`config.mk`:
```
export PLATFORM = sky130hd
export DESIGN_NAME = hps_input_ctrl
export DESIGN_NICKNAME = d
export VERILOG_FILES = /design/src/rtl/hps_input_ctrl.sv
export SDC_FILE = /design/constraint.sdc
export NUM_CORES = 1
export LEC_CHECK = 0
export BUFFER_PORTS_ARGS = -buffer_cell sky130_fd_sc_hd__buf_4
export CAP_MARGIN = 20
export CORE_AREA = 2 2 299 301
export CTS_CLUSTER_SIZE = 10
export DETAILED_ROUTE_END_ITERATION = 16
export DIE_AREA = 0 0 301 303
export GPL_TIMING_DRIVEN = 1
export PLACE_DENSITY = 0.37
export SLEW_MARGIN = 20
export SYNTH_ARGS = -nofsm -noshare
export SYNTH_HDL_FRONTEND = slang
export SYNTH_SLANG_ARGS = --single-unit
```
`constraint.sdc`:
```
create_clock -name clk -period 3.65 [get_ports clk]
set_clock_uncertainty 0.2 [all_clocks]
set_input_delay 0.1825 -clock clk [delete_from_list [all_inputs] [get_ports clk]]
set_output_delay 0.1825 -clock clk [all_outputs]
set_load 0.01 [all_outputs]
```
`src/rtl/hps_input_ctrl.sv`:
```
// HPS-facing front end for the CNN accelerator: collects one image frame from the
// HPS PIO into the image buffer, launches inference and hands the logits back.
module hps_input_ctrl #(
  parameter int N_WORDS = 196,
  parameter int ADDR_W  = 8
) (
  input  logic              clk,
  input  logic              reset,
  input  logic [31:0]       hps_data,
  input  logic              hps_data_valid,
  input  logic              hps_start_conv,
  input  logic              hps_logits_retrieved,
  output logic [7:0]        hps_state,
  output logic              img_wr_en,
  output logic [ADDR_W-1:0] img_wr_addr,
  output logic [31:0]       img_wr_data,
  output logic              conv_start,
  input  logic              conv_done,
  input  logic [319:0]      logits_in,
  output logic [319:0]      logits_out,
  output logic [31:0]       conv_cycles
);

  // State codes double as the value the HPS reads back.
  typedef enum logic [7:0] {
    ST_IDLE  = 8'h00,
    ST_LOAD  = 8'h01,
    ST_READY = 8'h02,
    ST_RUN   = 8'h03,
    ST_DONE  = 8'h04,
    ST_ERROR = 8'hEE
  } state_e;

  localparam logic [ADDR_W-1:0] LAST_ADDR = ADDR_W'(N_WORDS - 1);

  state_e            state_q, state_d;
  logic              valid_q, start_q, retr_q;
  logic [ADDR_W-1:0] wcnt_q;

  logic toggle, start_rise, retr_rise;
  logic do_write, do_start, do_latch, clr_cnt;

  // The PIO data-valid line is a toggle; the other two HPS controls act on rising edges.
  assign toggle     = hps_data_valid ^ valid_q;
  assign start_rise = hps_start_conv & ~start_q;
  assign retr_rise  = hps_logits_retrieved & ~retr_q;

  // NOTE: every signal assigned in this block gets a default first, so no path
  // through the case can leave one unassigned and infer a latch.
  always_comb begin
    state_d  = state_q;
    do_write = 1'b0;
    do_start = 1'b0;
    do_latch = 1'b0;
    clr_cnt  = 1'b0;
    case (state_q)
      ST_IDLE, ST_LOAD: begin
        // A premature start request wins over a simultaneous word.
        if (start_rise) begin
          state_d = ST_ERROR;
        end else if (toggle) begin
          do_write = 1'b1;
          state_d  = (wcnt_q == LAST_ADDR) ? ST_READY : ST_LOAD;
        end
      end
      ST_READY: begin
        if (toggle) begin
          state_d = ST_ERROR;
        end else if (start_rise) begin
          do_start = 1'b1;
          state_d  = ST_RUN;
        end
      end
      ST_RUN: begin
        if (conv_done) begin
          do_latch = 1'b1;
          state_d  = ST_DONE;
        end
      end
      ST_DONE, ST_ERROR: begin
        if (retr_rise) begin
          clr_cnt = 1'b1;
          state_d = ST_IDLE;
        end
      end
      default: state_d = ST_IDLE;
    endcase
  end

  // NOTE: all state here is updated with non-blocking assignments so every
  // register samples the pre-edge values, independent of statement order.
  always_ff @(posedge clk) begin
    if (reset) begin
      state_q     <= ST_IDLE;
      valid_q     <= 1'b0;
      start_q     <= 1'b0;
      retr_q      <= 1'b0;
      wcnt_q      <= '0;
      img_wr_en   <= 1'b0;
      img_wr_addr <= '0;
      img_wr_data <= '0;
      conv_start  <= 1'b0;
      logits_out  <= '0;
      conv_cycles <= '0;
    end else begin
      state_q   <= state_d;
      valid_q   <= hps_data_valid;
      start_q   <= hps_start_conv;
      retr_q    <= hps_logits_retrieved;
      img_wr_en <= do_write;

      if (do_write) begin
        img_wr_addr <= wcnt_q;
        img_wr_data <= hps_data;
        wcnt_q      <= wcnt_q + 1'b1;
      end else if (clr_cnt) begin
        wcnt_q <= '0;
      end

      conv_start <= do_start;

      // Counts every cycle spent in RUN, including the completion cycle; frozen afterwards.
      if (do_start) begin
        conv_cycles <= '0;
      end else if (state_q == ST_RUN && conv_cycles != 32'hFFFF_FFFF) begin
        conv_cycles <= conv_cycles + 32'd1;
      end

      if (do_latch) begin
        logits_out <= logits_in;
      end
    end
  end

  assign hps_state = state_q;

endmodule

```
=== After elaboration in Yosys (flattened, before gate mapping) ===
Cells that the tools add are included.

* Magnitude comparators: 0
* Multiply operators: 0
* Bitwise gates (word level): 5
* Add/subtract/negate cells: 2
* Multiplexer cells: 20
* Div/mod/pow operators: 0
* Equality and inequality tests: 11
* Shift-type cells: 0
* Reductions and logical operators: 7

{| class="wikitable"
|+ Operators by type and width
! kind !! count
|-
| 2-to-1 mux 8 bit || 8
|-
| adder 32 x 1 -> 32 bit (second input constant) || 1
|-
| != test 32 bit (second input constant) || 1
|-
| case mux 8 bit (4 select lines) || 1
|-
| equality test 8 x 2 -> 1 bit (second input constant) || 2
|-
| equality test 8 bit (second input constant) || 2
|-
| 2-to-1 mux 1 bit || 10
|-
| adder 8 x 1 -> 8 bit (second input constant) || 1
|-
| equality test 8 x 1 -> 1 bit (second input constant) || 1
|-
| equality test 8 x 3 -> 1 bit (second input constant) || 1
|-
| logical NOT 8 bit || 1
|-
| != test 3 bit (second input constant) || 2
|-
| OR reduction 2 bit || 3
|-
| != test 2 bit (second input constant) || 2
|-
| AND reduction 4 bit || 1
|-
| bitwise AND 1 bit || 2
|-
| 2-to-1 mux 2 bit || 1
|-
| inverter 1 bit || 2
|-
| nonzero test 2 bit || 1
|-
| logical AND 1 bit || 1
|-
| XOR 1 bit || 1
|}

* Bits in writable memories: 0
* ROM bits: 0
* Register bits after elaboration: 413
* Memories: 0
* Latch bits: 0
* Logic and storage cells: 56
* Bits of input ports: 358

=== Logic depth before layout (Yosys ltp) ===
* Depth in word-level cells: 6
* Mapped depth: 8
* Mapped depth without buffers: 6

=== Worst setup path before layout ===
No wires, ideal clock.

* Path type: register -> register
* From: reg conv_cycles[0]
* To: reg conv_cycles[22]
* Setup slack: 1,335 ps
* Path buffers: 1
* Cell stages (with the launch flop): 8
* Setup time: 70 ps
* Arrival: 2,045 ps
* Required time: 3,380 ps
* Cells stage by stage: dfxtp_1 -> ha_1 -> nand3_1 -> or2_1 -> buf_6 -> or3_4 -> or4_1 -> a21oi_1

* Longest elaborated chain between the ends: 2
* Elaborated cells between the ends (all ways): 3
* Those cells by class: 1 x add/sub; 1 x eq/ne; 1 x reduce/logical

{| class="wikitable"
|+ RTL lines
! element !! RTL line !! source
|-
| from (decl) || 21 || <nowiki>output logic [31:0] conv_cycles</nowiki>
|-
| from (signal assigned) || 126 || <nowiki>conv_cycles <= conv_cycles + 32'd1;</nowiki>
|-
| parallel branches: the longest is 2 deep, another holds adder 32 x 1 -> 32 bit || n/a ||
|}

Parallel ways; which one is timed is not known.
A chain may end at the register's enable or synchronous reset.

=== Worst setup path after layout ===
* From: reg state_q[6] (netlist: hps_state[6])
* To: reg img_wr_data[25]

* Longest elaborated chain between the ends: 3
* Elaborated cells between the ends (all ways): 4
* Those cells by class: 1 x eq/ne; 1 x mux; 2 x reduce/logical

{| class="wikitable"
|+ RTL lines
! element !! RTL line !! source
|-
| from (decl) || 36 || <nowiki>state_e state_q, state_d;</nowiki>
|-
| from (signal assigned) || 106 || <nowiki>state_q <= state_d;</nowiki>
|-
| equality test 8 x 1 -> 1 bit or logical NOT 8 bit (tied branches) || 56 || <nowiki>case (state_q)</nowiki>
|-
| OR reduction 2 bit (*) || 56 ||
|-
| 2-to-1 mux 1 bit (*) || 56 ||
|-
| to (signal assigned) || 114 || <nowiki>img_wr_data <= hps_data;</nowiki>
|-
| to (decl) || 16 || <nowiki>output logic [31:0] img_wr_data,</nowiki>
|}

Mark *: on every way between the ends. The rest lies on a longest branch, timed or not.

==> impl_metrics.tcl <==
set metrics [dict create \
    crit_required_ns 3.91 \
    status "finished, final reports clean" \
    arrival_ns 3.41 \
    die_w_um 301 \
    layout-drive-gt1-share 0.291 \
    rr_worst_depth 6 \
    clkLatencyLatePin_ns 0.58 \
    period_minus_slack_ns 3.15 \
    async_flop_share 0 \
    drv_slew 0 \
    wl_um 66600 \
    rows 109 \
    post-route-drc-count 0 \
    worst-path-max-fanout 29 \
    drt-initial-drc-count 871 \
    port_buffers 758 \
    leakagePower_nw 11.0 \
    cts_resized 0 \
    start_util 0.168 \
    grt.overflow.total 0 \
    routedWlPerCell_um 16.0 \
    dieArea_um2 91200 \
    start_kind "register" \
    relSlewSlack 0.404 \
    cap_violations 0 \
    netlist_instances 1871 \
    antenna_found_initial 4 \
    cts_tree "built" \
    die_y_um 303 \
    cts.clk_slew.worst_paths_ns 0.06 \
    dp_slack_ns 0.908 \
    vias_per_cell 4.04 \
    hpwl_um 46900 \
    tightest_slew_ns 0.887 \
    hold_viol_final 0 \
    place.gp.congestion 0.802 \
    clkSinkCount 409 \
    fmax_ghz 0.318 \
    areaGrowthSynthToFinish_pct 83.6 \
    h-tree-depth 2 \
    cts-root-buf "clkbuf_16" \
    cellPowerDensity_nw_per_um2 402 \
    timing.final.ws_setup_ns 0.501 \
    core_um2 88000 \
    num_vias 16800 \
    ys.flop_type "dfxtp_1" \
    final_nets 3318 \
    syn-num-nets 2231 \
    setup_viol 0 \
    ys_seq_area_frac 0.553 \
    grt_setup_unrepaired "no" \
    ys_warn_count 0 \
    ant_nets 0 \
    grt_max_degree 137 \
    ir_worst_vdd_uv 281 \
    cp-end-kind "register" \
    ys_ff_latch 409 \
    synth_cell_types 59 \
    grt_pass1_wl_um 99500 \
    mappedNetlistArea_um2 14800 \
    tns_ns 0 \
    grt_use_total 0.138 \
    io_pins 760 \
    grt_pass1_vias 16900 \
    drt-pass1-iter-count 6 \
    fin_crit_sh 0.863 \
    numCtsBuffers 52 \
    synth_edf_count 0 \
    whs_path_depth 4 \
    cts_max_path_buffers 3 \
    worstSetupPathType "reg -> reg" \
    avgSynthCellArea_um2 7.92 \
    hp-class "in -> reg" \
]
-- sequential cells by signal (all words and copies together) (netlist names) --
register     count
img_wr_addr      8
conv_cycles     32
valid_q          1
conv_start       1
logits_out     320
retr_q           1
start_q          1
hps_state        4
img_wr_data     32
wcnt_q           8
img_wr_en        1
-- metrics by stage --
stage / std cells / util / total power, W / hold WS [ns] / instance area [um2]
CTS: 4155 / 0.309 / 0.0112 / 0.140 / 27200
detailed placement: 3676 / 0.246 / 0.00573 / 0.225 / 21700
finish: 4157 / 0.309 / 0.0109 / 0.201 / 27200
global route: 4156 / 0.309 / 0.0115 / 0.170 / 27200
floorplan: 1871 / - / 0.00512 / 0.111 / 14800
global placement: 3676 / 0.246 / 0.00572 / 0.215 / 21700
-- cells by family after synthesis --
group,share of synthesized area
buf+inv,0.0399
flops,0.553
xor+xnor,0.00887
fa+ha+maj,0.00169
other cells,0.000253
simple gates,0.240
mux,0.00135
compound gates,0.155
-- critical path, cell delays in order, from the launching register on --
cell and delay, ns:
dfxtp_1 0.42, or2_0 0.36, or4_1 0.89, buf_4 0.38, nand2_1 0.11, a21oi_1 0.07
dlygate4sd3_1 0.58
-- repair_timing --
action	CTS	global route
hold buffers	393	0
setup buffers	0	0
endpoints found under the hold margin	376	0
-- final cells by class --
class	instances	area, um2
fillers	9309	60800
repair buffers	1170	9870
flip-flops and latches	409	8190
multi-input cells	1321	6060
clock buffers	79	1510
well taps	1165	1460
clock inverters	7	88.8
inverters	4	15.0
diodes	2	5.00
-- cells in the mapped netlist (8+ instances only) --
| cell | n | area (um2) |
|---|---|---|
| nand3_1 | 9 | 45.0 |
| buf_2 | 31 | 155 |
| dfxtp_1 | 409 | 8190 |
| a21oi_1 | 385 | 1930 |
| o21ai_0 | 9 | 45.0 |
| a211oi_1 | 8 | 60.1 |
| nand2_1 | 750 | 2820 |
| clkbuf_1 | 98 | 368 |
| xnor2_1 | 13 | 114 |
| nor2_1 | 33 | 124 |
| nand4_1 | 13 | 81.3 |
-- cell usage in the layout, fill, tap and decap left out, types with 13 or more instances in the layout --
cell type | synthesis | final
xnor2_1 | 13 | 13
nand4_1 | 13 | 13
dlygate4sd3_1 | 0 | 393
nor2_1 | 33 | 33
clkbuf_1 | 98 | 17
clkbuf_16 | 0 | 53
dfxtp_1 | 409 | 409
nand2_1 | 750 | 749
a21oi_1 | 385 | 385
buf_4 | 4 | 768
-- power by group --
| group | internal (W) | switching (W) | leakage, nW | total, W |
|---|---|---|---|---|
| logic | 0.000761 | 0.000578 | 6.93 | 0.00134 |
| clock network | 0.00296 | 0.00199 | 0.786 | 0.00495 |
| registers | 0.00457 | 0.0000768 | 3.30 | 0.00464 |
| total | 0.00829 | 0.00265 | 11.0 | 0.0109 |
-- metal layers --
metal / wire, um / track usage / vias up
met5: 30 / 0 / -
met4: 1700 / 0.0406 / 4
met3: 4880 / 0.0416 / 98
met2: 34100 / 0.250 / 527
met1: 25900 / 0.155 / 7859
li1: - / - / 8320
-- path summary, 6_finish.rpt --
path | to | from | slack [ns]
worst min-delay path | logits_out[312] | logits_in[312] | 0.20
worst max register to register | img_wr_data[25] | hps_state[6] | 0.50
worst min register to register | logits_out[293] | logits_out[293] | 0.25
worst max-delay path | img_wr_data[25] | hps_state[6] | 0.50
No activity file was read; power rests on OpenSTA's default activity.
